### src/rtl/icw_command_sequencer_if.sv
// CPU-side bus and decoded command strobes of the interrupt controller front end.
// master drives the CPU cycle; slave is the command sequencer.
interface icw_command_sequencer_if;
  logic       chip_select_n;
  logic       read_enable_n;
  logic       write_enable_n;
  logic       address;
  logic [7:0] data_bus_in;
  logic [7:0] internal_data_bus;
  logic       write_initial_command_word_1;
  logic       write_initial_command_word_2;
  logic       write_initial_command_word_3;
  logic       write_initial_command_word_4;
  logic       write_operation_control_word_1;
  logic       write_operation_control_word_2;
  logic       write_operation_control_word_3;
  logic       read;
  logic       initialized;
  logic [2:0] sequence_state;

  modport master (
    output chip_select_n, read_enable_n, write_enable_n, address, data_bus_in,
    input  internal_data_bus,
    input  write_initial_command_word_1, write_initial_command_word_2,
    input  write_initial_command_word_3, write_initial_command_word_4,
    input  write_operation_control_word_1, write_operation_control_word_2,
    input  write_operation_control_word_3,
    input  read, initialized, sequence_state
  );

  modport slave (
    input  chip_select_n, read_enable_n, write_enable_n, address, data_bus_in,
    output internal_data_bus,
    output write_initial_command_word_1, write_initial_command_word_2,
    output write_initial_command_word_3, write_initial_command_word_4,
    output write_operation_control_word_1, write_operation_control_word_2,
    output write_operation_control_word_3,
    output read, initialized, sequence_state
  );
endinterface

### src/rtl/icw_command_sequencer.sv
// Captures CPU writes and, one cycle after write_enable_n rises, pulses exactly one
// ICW/OCW strobe while walking the ICW1 -> ICW2 -> [ICW3] -> [ICW4] init sequence.
module icw_command_sequencer #(
  parameter bit ALLOW_OCW_BEFORE_INIT = 1'b0
) (
  input logic                    clock,
  input logic                    reset,
  icw_command_sequencer_if.slave bus
);
  typedef enum logic [2:0] {
    UNINIT    = 3'd0,
    WAIT_ICW2 = 3'd1,
    WAIT_ICW3 = 3'd2,
    WAIT_ICW4 = 3'd3,
    READY     = 3'd4
  } state_t;

  localparam logic [6:0] STB_ICW1 = 7'b000_0001;
  localparam logic [6:0] STB_ICW2 = 7'b000_0010;
  localparam logic [6:0] STB_ICW3 = 7'b000_0100;
  localparam logic [6:0] STB_ICW4 = 7'b000_1000;
  localparam logic [6:0] STB_OCW1 = 7'b001_0000;
  localparam logic [6:0] STB_OCW2 = 7'b010_0000;
  localparam logic [6:0] STB_OCW3 = 7'b100_0000;

  state_t     state, state_d;
  logic [7:0] data_q;
  logic       addr_q;
  logic       wr_pending;
  logic       prev_write_n;
  logic       icw4_needed, icw4_needed_d;
  logic       single_mode, single_mode_d;
  logic       initialized_q;
  logic [6:0] strobe_q, strobe_d;
  logic       capture;
  logic       wr_end;
  logic       ocw_allowed;

  assign capture     = ~bus.chip_select_n & ~bus.write_enable_n;
  // End of write is the rising edge of write_enable_n, whatever chip_select_n does by then.
  assign wr_end      = ~prev_write_n & bus.write_enable_n & wr_pending;
  assign ocw_allowed = (state == READY) || ((state == UNINIT) && ALLOW_OCW_BEFORE_INIT);

  always_ff @(posedge clock) begin
    if (reset) state <= UNINIT;
    else       state <= state_d;
  end

  always_comb begin
    state_d       = state;
    strobe_d      = '0;
    icw4_needed_d = icw4_needed;
    single_mode_d = single_mode;
    if (wr_end) begin
      if (!addr_q && data_q[4]) begin
        strobe_d      = STB_ICW1;
        icw4_needed_d = data_q[0];
        single_mode_d = data_q[1];
        state_d       = WAIT_ICW2;
      end else if (addr_q) begin
        case (state)
          WAIT_ICW2: begin
            strobe_d = STB_ICW2;
            if (!single_mode)     state_d = WAIT_ICW3;
            else if (icw4_needed) state_d = WAIT_ICW4;
            else                  state_d = READY;
          end
          WAIT_ICW3: begin
            strobe_d = STB_ICW3;
            state_d  = icw4_needed ? WAIT_ICW4 : READY;
          end
          WAIT_ICW4: begin
            strobe_d = STB_ICW4;
            state_d  = READY;
          end
          READY:   strobe_d = STB_OCW1;
          UNINIT:  if (ALLOW_OCW_BEFORE_INIT) strobe_d = STB_OCW1;
          default: state_d = UNINIT;
        endcase
      end else if (ocw_allowed) begin
        strobe_d = data_q[3] ? STB_OCW3 : STB_OCW2;
      end
    end
  end

  always_ff @(posedge clock) begin
    if (reset) begin
      data_q        <= '0;
      addr_q        <= 1'b0;
      wr_pending    <= 1'b0;
      prev_write_n  <= 1'b1;
      icw4_needed   <= 1'b0;
      single_mode   <= 1'b0;
      initialized_q <= 1'b0;
      strobe_q      <= '0;
    end else begin
      prev_write_n  <= bus.write_enable_n;
      if (capture) begin
        data_q     <= bus.data_bus_in;
        addr_q     <= bus.address;
        wr_pending <= 1'b1;
      end else if (wr_end) begin
        wr_pending <= 1'b0;
      end
      icw4_needed   <= icw4_needed_d;
      single_mode   <= single_mode_d;
      initialized_q <= (state_d == READY);
      strobe_q      <= strobe_d;
    end
  end

  assign bus.internal_data_bus              = data_q;
  assign bus.write_initial_command_word_1   = strobe_q[0];
  assign bus.write_initial_command_word_2   = strobe_q[1];
  assign bus.write_initial_command_word_3   = strobe_q[2];
  assign bus.write_initial_command_word_4   = strobe_q[3];
  assign bus.write_operation_control_word_1 = strobe_q[4];
  assign bus.write_operation_control_word_2 = strobe_q[5];
  assign bus.write_operation_control_word_3 = strobe_q[6];
  assign bus.read                           = ~bus.chip_select_n & ~bus.read_enable_n;
  assign bus.initialized                    = initialized_q;
  assign bus.sequence_state                 = state;
endmodule
### src/flat_wrapper.sv
// flat-port wrapper written by rule: the top's interface ports become plain ports
module icw_command_sequencer_flat 
#(
  parameter bit ALLOW_OCW_BEFORE_INIT = 1'b0
)
  (clock, reset, bus_chip_select_n, bus_read_enable_n, bus_write_enable_n, bus_address, bus_data_bus_in, bus_internal_data_bus, bus_write_initial_command_word_1, bus_write_initial_command_word_2, bus_write_initial_command_word_3, bus_write_initial_command_word_4, bus_write_operation_control_word_1, bus_write_operation_control_word_2, bus_write_operation_control_word_3, bus_read, bus_initialized, bus_sequence_state);
  icw_command_sequencer_if bus_i ();
  input logic clock;
  input logic reset;
  input wire logic [$bits(bus_i.chip_select_n)-1:0] bus_chip_select_n;
  input wire logic [$bits(bus_i.read_enable_n)-1:0] bus_read_enable_n;
  input wire logic [$bits(bus_i.write_enable_n)-1:0] bus_write_enable_n;
  input wire logic [$bits(bus_i.address)-1:0] bus_address;
  input wire logic [$bits(bus_i.data_bus_in)-1:0] bus_data_bus_in;
  output wire logic [$bits(bus_i.internal_data_bus)-1:0] bus_internal_data_bus;
  output wire logic [$bits(bus_i.write_initial_command_word_1)-1:0] bus_write_initial_command_word_1;
  output wire logic [$bits(bus_i.write_initial_command_word_2)-1:0] bus_write_initial_command_word_2;
  output wire logic [$bits(bus_i.write_initial_command_word_3)-1:0] bus_write_initial_command_word_3;
  output wire logic [$bits(bus_i.write_initial_command_word_4)-1:0] bus_write_initial_command_word_4;
  output wire logic [$bits(bus_i.write_operation_control_word_1)-1:0] bus_write_operation_control_word_1;
  output wire logic [$bits(bus_i.write_operation_control_word_2)-1:0] bus_write_operation_control_word_2;
  output wire logic [$bits(bus_i.write_operation_control_word_3)-1:0] bus_write_operation_control_word_3;
  output wire logic [$bits(bus_i.read)-1:0] bus_read;
  output wire logic [$bits(bus_i.initialized)-1:0] bus_initialized;
  output wire logic [$bits(bus_i.sequence_state)-1:0] bus_sequence_state;
  assign bus_i.chip_select_n = bus_chip_select_n;
  assign bus_i.read_enable_n = bus_read_enable_n;
  assign bus_i.write_enable_n = bus_write_enable_n;
  assign bus_i.address = bus_address;
  assign bus_i.data_bus_in = bus_data_bus_in;
  assign bus_internal_data_bus = bus_i.internal_data_bus;
  assign bus_write_initial_command_word_1 = bus_i.write_initial_command_word_1;
  assign bus_write_initial_command_word_2 = bus_i.write_initial_command_word_2;
  assign bus_write_initial_command_word_3 = bus_i.write_initial_command_word_3;
  assign bus_write_initial_command_word_4 = bus_i.write_initial_command_word_4;
  assign bus_write_operation_control_word_1 = bus_i.write_operation_control_word_1;
  assign bus_write_operation_control_word_2 = bus_i.write_operation_control_word_2;
  assign bus_write_operation_control_word_3 = bus_i.write_operation_control_word_3;
  assign bus_read = bus_i.read;
  assign bus_initialized = bus_i.initialized;
  assign bus_sequence_state = bus_i.sequence_state;
  icw_command_sequencer #(.ALLOW_OCW_BEFORE_INIT(ALLOW_OCW_BEFORE_INIT)) u_core (.clock(clock), .reset(reset), .bus(bus_i));
endmodule
### config.mk
export PLATFORM = sky130hd
export DESIGN_NAME = icw_command_sequencer_flat
export DESIGN_NICKNAME = d
export VERILOG_FILES = /design/src/rtl/icw_command_sequencer_if.sv /design/src/rtl/icw_command_sequencer.sv /design/src/flat_wrapper.sv
export SDC_FILE = /design/constraint.sdc
export NUM_CORES = 1
export LEC_CHECK = 0
export BUFFER_PORTS_ARGS = -buffer_cell sky130_fd_sc_hd__buf_2
export CORE_MARGIN = 5
export CORE_UTILIZATION = 47
export DETAILED_ROUTE_END_ITERATION = 8
export GPL_TIMING_DRIVEN = 0
export PLACE_DENSITY = 0.75
export SLEW_MARGIN = 20
export SYNTH_ARGS = -nofsm -noshare
export SYNTH_HDL_FRONTEND = slang
export SYNTH_SLANG_ARGS = --single-unit
export TNS_END_PERCENT = 10
### constraint.sdc
create_clock -name clock -period 1.8 [get_ports clock]
set_input_delay 0.27 -clock clock [delete_from_list [all_inputs] [get_ports clock]]
set_output_delay 0.27 -clock clock [all_outputs]
set_load 0.05 [all_outputs]
* Word level (Yosys, flattened, before mapping)
Index checks and enable logic that the tools add are counted.
** Word-level totals
- Register bits :: 24
- Word-level logic and storage cells :: 45
** Operators by class
- Equality and inequality tests :: 5
- Multiplexer cells :: 13
- Bitwise operators :: 9
- Reductions and logical operators :: 8
** Operators by type and width (count)
- two-way mux 7 bit :: 3
- one-hot mux 5 bit (4 select lines) :: 1
- two-way mux 3 bit :: 5
- one-hot mux 3 bit (4 select lines) :: 1
- == test 3 x 2 -> 1 bit, second input constant :: 2
- == test 3 bit, second input constant :: 2
- inverter 1 bit :: 5
- bitwise AND 1 bit :: 4
- OR reduction 2 bit :: 2
- == test 3 x 1 -> 1 bit, second input constant :: 1
- zero test 3 bit :: 1
- two-way mux 1 bit :: 3
- OR reduction 3 bit :: 1
- AND reduction 2 bit :: 1
- nonzero test 2 bit :: 1
- logical AND 1 bit :: 1
- zero test 1 bit :: 1

* Depth between registers and ports, before layout
Gate-level depths: netlist of the first run.
- Word-level depth :: 7
- Depth in mapped cells :: 5
- Mapped depth without buffers :: 4

* Worst setup path after synthesis of the first run
OpenSTA, ideal clock, no wires.
- Kind :: flip-flop to flip-flop
- Start point :: register u_core.state[2] (netlist: u_core.bus.sequence_state[2])
- End point :: register u_core.initialized_q (netlist: u_core.bus.initialized)
- Setup time :: 88 ps
- Arrival :: 1575 ps
- Data required time :: 1712 ps
- Setup slack :: 137 ps
- Cell stages (with the launch flop) :: 5
- Buffers on the path :: 0
- Period minus slack after synthesis :: 1663 ps
- Cells stage by stage :: dfxtp_1 -> or3b_4 -> o221ai_1 -> a22oi_1 -> nor4b_2
** Between the ends
- Cells in the longest elaborated chain, start to end :: 7
- Elaborated cells between the ends (all ways) :: 11
** Ends and longest elaborated chain
- start: declaration :: line icw_command_sequencer.sv:26 : state_t state, state_d;
- start signal: assignment :: line icw_command_sequencer.sv:46 : else state <= state_d;
- == test 3 bit / zero test 3 bit (equally long branches)
- OR reduction 2 bit (no line)
- one-hot mux 3 bit (4 select lines) :: line icw_command_sequencer.sv:61 : case (state)
- two-way mux 3 bit :: line icw_command_sequencer.sv:60 : end else if (addr_q) begin
- two-way mux 3 bit :: line icw_command_sequencer.sv:55 : if (!addr_q && data_q[4]) begin
- two-way mux 3 bit * :: line icw_command_sequencer.sv:54 : if (wr_end) begin
- == test 3 bit * :: line icw_command_sequencer.sv:107 : initialized_q <= (state_d == READY);
- end signal: assignment :: line icw_command_sequencer.sv:107
- end: declaration :: line icw_command_sequencer.sv:33 : logic initialized_q;
Mark *: on every way between the ends. The rest lies on a longest branch, timed or not.
A chain may end at the register's enable or synchronous reset.

* Worst setup path after layout of the first run
Ends and elaborated chain as after synthesis.

==> impl_metrics.ini, run 1 <==
[grt]
grt_usage_pct = 14.11
grt_first_pass_wirelength_um = 3049
grt_pass1_vias = 740
grt_overflow_total = 0
met3_usage_pct = 3.217
grt_busiest_layer = met2
use_met1_pct = 16.39
met2_usage_pct = 24.02
grt_antenna_before_repair = 0
grt_max_degree = 14

[finish]
area_growth_pct = 24.54
nFillCells = 203
final_cell_mix = 33 x buf_2, 24 x dfxtp_1, 22 x nand2_1
final_cells = 173
final_nets = 161
drive_above_1_share_pct = 32.88
diodes = 0
final_common_cell = buf_2

[timing]
rsz0062_at_grt = no
worstMarginPinSlew_ns = 0.5292
period_share_pct = 81.62
holdWs_ns = 0.1768
maxSlewHeadroom_pct = 64.59
fmax_ghz = 0.6807
drv_slew = 0
finalCriticalPeriod_ns = 1.469
hold_violations = 0
setup_viol = 0
finClkSkew_ns = 0.008526
fin_tns_setup_ns = 0

[flow_run]
maxCapViolCount = 0

[cts]
clk_latency_ns = 0.31
path_clk_slew_ns = 0.13
hold_buffers = 0
clockBufferDepth = 2
h-tree-depth = 1
cts_sinks = 24
cts_resized = 0
cts_tree = yes
post_cts_buffers = 0
root_buffer = clkbuf_4
cts-buffers-inserted = 3

[synthesis]
synthesis.nets = 123
yosysWarnings = 0
synth-seq-area-share_pct = 50.13
synth_edf_count = 0
avgSynthCellArea_um2 = 8.793
syn-cell-area_um2 = 958.4
synth_cells = 109
synthArstFlopShare_pct = 0
ys_ff_latch = 24
synth-main-ff-cell = dfxtp_1
synth.distinct_cells = 31

[die]
io_pins = 34
core_um2 = 1962
die_height_um = 55.16
fp.dieArea_um2 = 3042
die_x_um = 55.16
row_count = 16
initial_utilization_pct = 48.85

[pwr]
power_w = 0.0009238
p_leak_nw = 0.5366
p_per_area_nw_per_um2 = 774.0
ir_worst_vdd_uv = 542.5

[drt]
ant_nets = 0
drt-vias-per-instance = 4.971
drt-wirelength-per-cell_um = 11.14
drc = 0
drt_first_pass_iters = 4
wl_um = 1927
vias = 860
first_iter_violations = 8

[placed_design]
port_buffers = 33
place_inst = 169
hpwl_um = 1506
gp_congestion = 0.8558

[status]
outcome = finished clean

[critical_path]
required_ns = 2.04
worstSetupPathType = flop to flop
crit_arrival_ns = 1.70
cp-start-kind = flop
worstSetupEndpointType = flop
worstPathMaxFanout = 8

[hold_path]
hp-class = input port to flop
-- metrics by stage --
step	utilization [%]	area, um^2	setup slack [ns]
6_report	60.84	1194	0.3309
5_1_grt	60.84	1194	0.2860
4_1_cts	60.84	1194	0.3376
3_5_place_dp	58.99	1157	0.3647
3_3_place_gp	58.99	1157	0.4080
2_1_floorplan	-	958.4	0.1374
-- cells by family (layout without fill, tap and decap cells) --
group / after synthesis / in the layout / share of synthesized area, %
AOI/OAI and AO/OA: 24 / 24 / 14.75
DFF: 24 / 24 / 50.13
xor gates and xnor gates: 1 / 1 / 0.9140
buffers and inverters: 6 / 43 / 4.960
and+or+nand+nor: 54 / 54 / 29.24
-- power breakdown --
part / leakage (nW) / switching [W] / internal, W
clock: 0.0210 / 0.000151 / 0.000124
sequential: 0.195 / 0.00000957 / 0.000543
combinational: 0.321 / 0.0000655 / 0.0000312
-- cell type report --
cell class	count	area [um^2]	share of cell area (%)
inverter	1	3.754	0.3145
sequential	24	480.5	40.25
multi-input combinational	79	430.4	36.06
buffer	5	43.79	3.669
timing repair buffer	33	165.2	13.84
tap	27	33.78	2.830
clock buffer	4	36.28	3.040
-- state kept, by name (all words and copies together), names as in the netlist --
name,count
u_core.bus.initialized,1
u_core.single_mode,1
u_core.icw4_needed,1
u_core.bus.internal_data_bus,8
u_core.strobe_q,7
u_core.bus.sequence_state,3
u_core.addr_q,1
u_core.prev_write_n,1
u_core.wr_pending,1
-- cell usage after synthesis, types with 2 or more instances --
cell	n	area share [%]
or2_2	3	2.0
a21oi_1	13	6.8
clkbuf_1	2	0.78
a22oi_1	2	1.6
o21ai_0	4	2.1
nor2_1	11	4.3
nor2b_1	2	1.3
buf_6	2	2.3
nor3_1	3	1.6
nand2_1	22	8.6
nand2b_1	2	1.3
dfxtp_1	24	50
-- path summary, 6_finish.rpt --
check,startpoint,endpoint,slack (ns),depth (start not counted)
hold reg to reg,u_core.bus.internal_data_bus[5]$_SDFFE_PP0P_,u_core.bus.internal_data_bus[5]$_SDFFE_PP0P_,0.46,2
setup reg to reg,u_core.bus.sequence_state[2]$_SDFF_PP0_,u_core.bus.initialized$_SDFF_PP0_,0.33,4
hold / removal,bus_data_bus_in[5],u_core.bus.internal_data_bus[5]$_SDFFE_PP0P_,0.18,3
setup / recovery,u_core.bus.sequence_state[2]$_SDFF_PP0_,u_core.bus.initialized$_SDFF_PP0_,0.33,4
-- critical path, cell delays in order, from the launching register on --
cell      delay, ns
dfxtp_1        0.48
or3b_4         0.43
o221ai_1       0.10
a22oi_1        0.13
nor4b_2        0.26
-- metal layers --
metal,wire length (um),vias to the layer above
met3,131,5
met1,853,378
li1,-,454
met2,909,23
met4,34,0
met5,0,-
Note: power is estimated with default switching activity, not from simulation.
==> run 2, diff against run 1 <==
CORE_UTILIZATION = 43   (was 47)
PLACE_DENSITY = 0.72   (was 0.75)
clock period = 1.3 ns   (was 1.8 ns; I/O delays follow)
==> impl_metrics.ini, run 2 (synthesis results as in run 1) <==
[timing]
finalWorstSetupSlack_ns = 0.007382
drv_slew = 0
maxSlewHeadroom_pct = 64.80
worstMarginPinSlew_ns = 0.5260
fmax_ghz = 0.7736
period_share_pct = 99.43
setup_viol = 0
finalCriticalPeriod_ns = 1.293
fin_tns_setup_ns = 0
hold_violations = 0
rsz0062_at_grt = yes
finClkSkew_ns = 0.002498

[die]
core_um2 = 2170
row_count = 17
die_x_um = 57.21
initial_utilization_pct = 44.18
io_pins = 34
fp.dieArea_um2 = 3273
die_height_um = 57.21

[grt]
grt_max_degree = 14
grt_usage_pct = 12.65
grt_pass1_vias = 826
grt_first_pass_wirelength_um = 3284
grt_antenna_before_repair = 0
grt_overflow_total = 0

[critical_path]
cp-start-kind = flop
worstPathMaxFanout = 4
crit_slowest_cell = dfxtp_1
required_ns = 1.55
worstSetupPathType = flop to flop
crit_arrival_ns = 1.54
crit_path_max_incr_delay_ns = 0.37
crit_chain = and3b_1, and2_2, a211oi_2, nor2b_1
worstSetupEndpointType = flop

[finish]
diodes = 0
final_cells = 174
largest_reg_flops = 8
final_nets = 161
area_growth_pct = 27.02
drive_above_1_share_pct = 38.36
final_cell_mix = 33 x buf_2, 22 x nand2_1, 19 x dfxtp_1
final_common_cell = buf_2

[drt]
wl_um = 2046
ant_nets = 0
vias = 875
first_iter_violations = 11
drt_first_pass_iters = 4
drc = 0
drt-wirelength-per-cell_um = 11.76
drt-vias-per-instance = 5.029

[cts]
clk_latency_ns = 0.30
root_buffer = clkbuf_4
cts-buffers-inserted = 3
cts_sinks = 24
cts_tree = yes
clockBufferDepth = 2
path_clk_slew_ns = 0.12
h-tree-depth = 1
hold_buffers = 0

[placed_design]
place_inst = 170
port_buffers = 33
gp_congestion = 0.7941
hpwl_um = 1566
dp_worst_setup_slack_ns = -0.1079

[pwr]
p_leak_nw = 0.5402
power_w = 0.001270
p_per_area_nw_per_um2 = 1043
ir_worst_vdd_uv = 617.9

[hold_path]
hp-class = input port to flop

[status]
outcome = finished clean

[flow_run]
maxCapViolCount = 0
-- run 2: worst paths after layout --
check,depth (start not counted),end,startpoint,slack (ns)
setup / recovery,4,u_core.bus.sequence_state[0]$_SDFF_PP0_,u_core.prev_write_n$_SDFF_PP1_,0.007
hold / removal,3,u_core.addr_q$_SDFFE_PP0P_,bus_address,0.11
setup reg to reg,4,u_core.bus.sequence_state[0]$_SDFF_PP0_,u_core.prev_write_n$_SDFF_PP1_,0.007
hold reg to reg,1,u_core.strobe_q[5]$_SDFF_PP0_,u_core.bus.internal_data_bus[3]$_SDFFE_PP0P_,0.46
-- run 2: critical path: cells and delay by family (launching register included) --
family | cells | cell delay, ns
AND/OR/NAND/NOR | 3 | 0.60
AO/OA/AOI/OAI | 1 | 0.27
flip-flops | 1 | 0.37
-- run 2: timing repair --
item,in CTS,in global routing
pin swaps,3,0
endpoints found under the setup margin,4,6
setup buffers,0,2
resized for setup,1,4
-- run 2: report_power, final --
| group | switching [W] | internal, W |
|---|---|---|
| Sequential | 0.0000135 | 0.000746 |
| Combinational | 0.0000909 | 0.0000439 |
| Clock | 0.000204 | 0.000171 |
-- run 2: cell type report --
cell class                 instances  area, um^2
fill                             219       952.2
tap                               28       35.03
sequential                        24       494.2
clock buffer                       4       36.28
buffer                             3       21.27
inverter                           1       3.754
multi-input combinational         79       446.7
timing repair buffer              35       180.2
-- run 2: through the flow --
stage               hold WS, ns  area [um^2]  util, %
floorplan                0.3016        980.9        -
global placement         0.4343         1181    54.44
detailed placement       0.4371         1181    54.44
CTS                      0.1003         1200    55.31
global route             0.1028         1217    56.11
finish                   0.1064         1217    56.11
-- run 2: per-layer routing --
metal / up-vias / GRT usage (%) / wire length, um
met4: 0 / 7.947 / 62
met2: 30 / 21.53 / 971
met1: 392 / 14.11 / 854
li1: 445 / - / -
met5: - / 0 / 0
met3: 8 / 2.941 / 158
==> run 3, diff against run 2 <==
CORE_ASPECT_RATIO = 0.6   (was not set)
==> impl_metrics.ini, run 3 (synthesis results as in run 1) <==
[die]
fp.dieArea_um2 = 3304
row_count = 13
die_x_um = 70.95
core_um2 = 2147
initial_utilization_pct = 44.64
die_height_um = 46.57
io_pins = 34

[flow_run]
maxCapViolCount = 0

[hold_path]
holdPathStages = 3
holdCritStartpoint = bus_data_bus_in[0]
hp-class = input port to flop
holdPathEnd = u_core.bus.internal_data_bus[0]$_SDFFE_PP0P_

[drt]
drt-vias-per-instance = 4.994
ant_nets = 0
drt_first_pass_iters = 4
drt-wirelength-per-cell_um = 12.59
drc = 0
first_iter_violations = 42
vias = 899
wl_um = 2267

[critical_path]
worstSetupPathType = flop to flop
cp-start-kind = flop
rrSetupSlack_ns = 0.006
worstSetupEndpointType = flop
worstPathMaxFanout = 8
required_ns = 1.49
crit_arrival_ns = 1.48
r2r_end = u_core.bus.initialized$_SDFF_PP0_
r2r_start = u_core.bus.sequence_state[0]$_SDFF_PP0_
ff2ff_path_depth = 4

[grt]
grt_usage_pct = 15.14
grt_antenna_before_repair = 0
grt_first_pass_wirelength_um = 3767
grt_pass1_vias = 870
grt_overflow_total = 0
grt_max_degree = 15

[finish]
largest_reg_flops = 8
multi_input_area_um2 = 449.2
final_core_utilization_pct = 60.02
area_growth_pct = 34.47
seq_area_um2 = 495.5
final_cell_mix = 33 x buf_2, 22 x nand2_1, 18 x dfxtp_1
nFillCells = 204
drive_above_1_share_pct = 41.33
final_nets = 165
final_common_cell = buf_2
diodes = 0

[timing]
worstMarginPinSlew_ns = 0.5732
drv_slew = 0
finClkSkew_ns = 0.009000
hold_violations = 0
fin_tns_setup_ns = 0
fmax_ghz = 0.7730
setup_viol = 0
rsz0062_at_grt = yes
period_share_pct = 99.51
finalWorstSetupSlack_ns = 0.006392
maxSlewHeadroom_pct = 61.65
finalCriticalPeriod_ns = 1.294

[placed_design]
gp_congestion = 0.7641
hpwl_um = 1678
dp_worst_setup_slack_ns = -0.09793
port_buffers = 33

[cts]
clk_latency_ns = 0.27
cts_tree = yes
h-tree-depth = 1
root_buffer = clkbuf_8
path_clk_slew_ns = 0.09
cts-buffers-inserted = 3
cts_sinks = 24
clockBufferDepth = 2

[pwr]
ir_worst_vdd_uv = 620.7
p_leak_nw = 0.5756
p_per_area_nw_per_um2 = 1204

[status]
outcome = finished clean
-- run 3: changes by cell type in the layout (fill, tap and decap cells not counted), sizes merged --
cell	previous run	this run
buf	34	39
clkbuf	8	6
bufinv	0	1
-- run 3: metrics by stage --
step           instance area (um^2)  total power (W)  cells  hold slack, ns
2_1_floorplan                 980.9        0.0008629    109          0.3016
3_3_place_gp                   1184        0.0009082    172          0.4349
3_5_place_dp                   1184        0.0009122    172          0.4399
4_1_cts                        1282         0.001558    180          0.1471
5_1_grt                        1289         0.001607    180          0.1472
6_report                       1289         0.001551    180          0.1478
-- run 3: layout make-up --
| cell class | count | share of cell area, % |
|---|---|---|
| sequential | 24 | 38.45 |
| multi-input combinational | 79 | 34.85 |
| timing repair buffer | 39 | 16.31 |
| clock buffer | 3 | 3.204 |
| tap | 30 | 2.913 |
| clock inverter | 1 | 2.330 |
| buffer | 3 | 1.650 |
| inverter | 1 | 0.2913 |
-- run 3: worst max-delay path by stage --
stage	cells after the start	start	to	slack (ns)
6_report	4	u_core.bus.sequence_state[0]$_SDFF_PP0_	u_core.bus.initialized$_SDFF_PP0_	0.006
5_1_grt	4	u_core.bus.sequence_state[0]$_SDFF_PP0_	u_core.bus.initialized$_SDFF_PP0_	-0.08
4_1_cts	4	u_core.bus.sequence_state[0]$_SDFF_PP0_	u_core.bus.initialized$_SDFF_PP0_	0.001
3_5_place_dp	5	u_core.bus.sequence_state[1]$_SDFF_PP0_	u_core.bus.initialized$_SDFF_PP0_	-0.1
3_3_place_gp	5	u_core.bus.sequence_state[1]$_SDFF_PP0_	u_core.bus.initialized$_SDFF_PP0_	-0.09
2_1_floorplan	5	u_core.bus.sequence_state[1]$_SDFF_PP0_	u_core.bus.initialized$_SDFF_PP0_	-0.11
-- run 3: power by group --
group | internal [W] | leakage (nW) | switching [W] | total (W)
clock | 0.000412 | 0.0357 | 0.000243 | 0.000655
sequential | 0.000746 | 0.198 | 0.0000133 | 0.000759
combinational | 0.0000437 | 0.342 | 0.0000935 | 0.000137
total | 0.00120 | 0.576 | 0.000350 | 0.00155
-- run 3: per-layer routing --
metal / track usage, % / part of all wire (%) / up-vias
met2: 27.81 / 48 / 23
met3: 6.100 / 6.7 / 5
met1: 15.76 / 44 / 418
met4: 6.742 / 1.3 / 0
li1: - / - / 453
met5: 0 / 0 / -
-- run 3: timing repair --
item / in CTS / in global routing
setup endpoints to repair: 4 / 4
resized for setup: 1 / 5
pin swaps: 3 / 1
hold buffers: 0 / 0
buffers inserted: 6 / 0
-- run 3: worst max-delay path: stages (launching register included) --
cell	delay, ns
dfxtp_4	0.38
or3b_4	0.41
o221ai_2	0.08
a22oi_2	0.09
nor4b_2	0.24
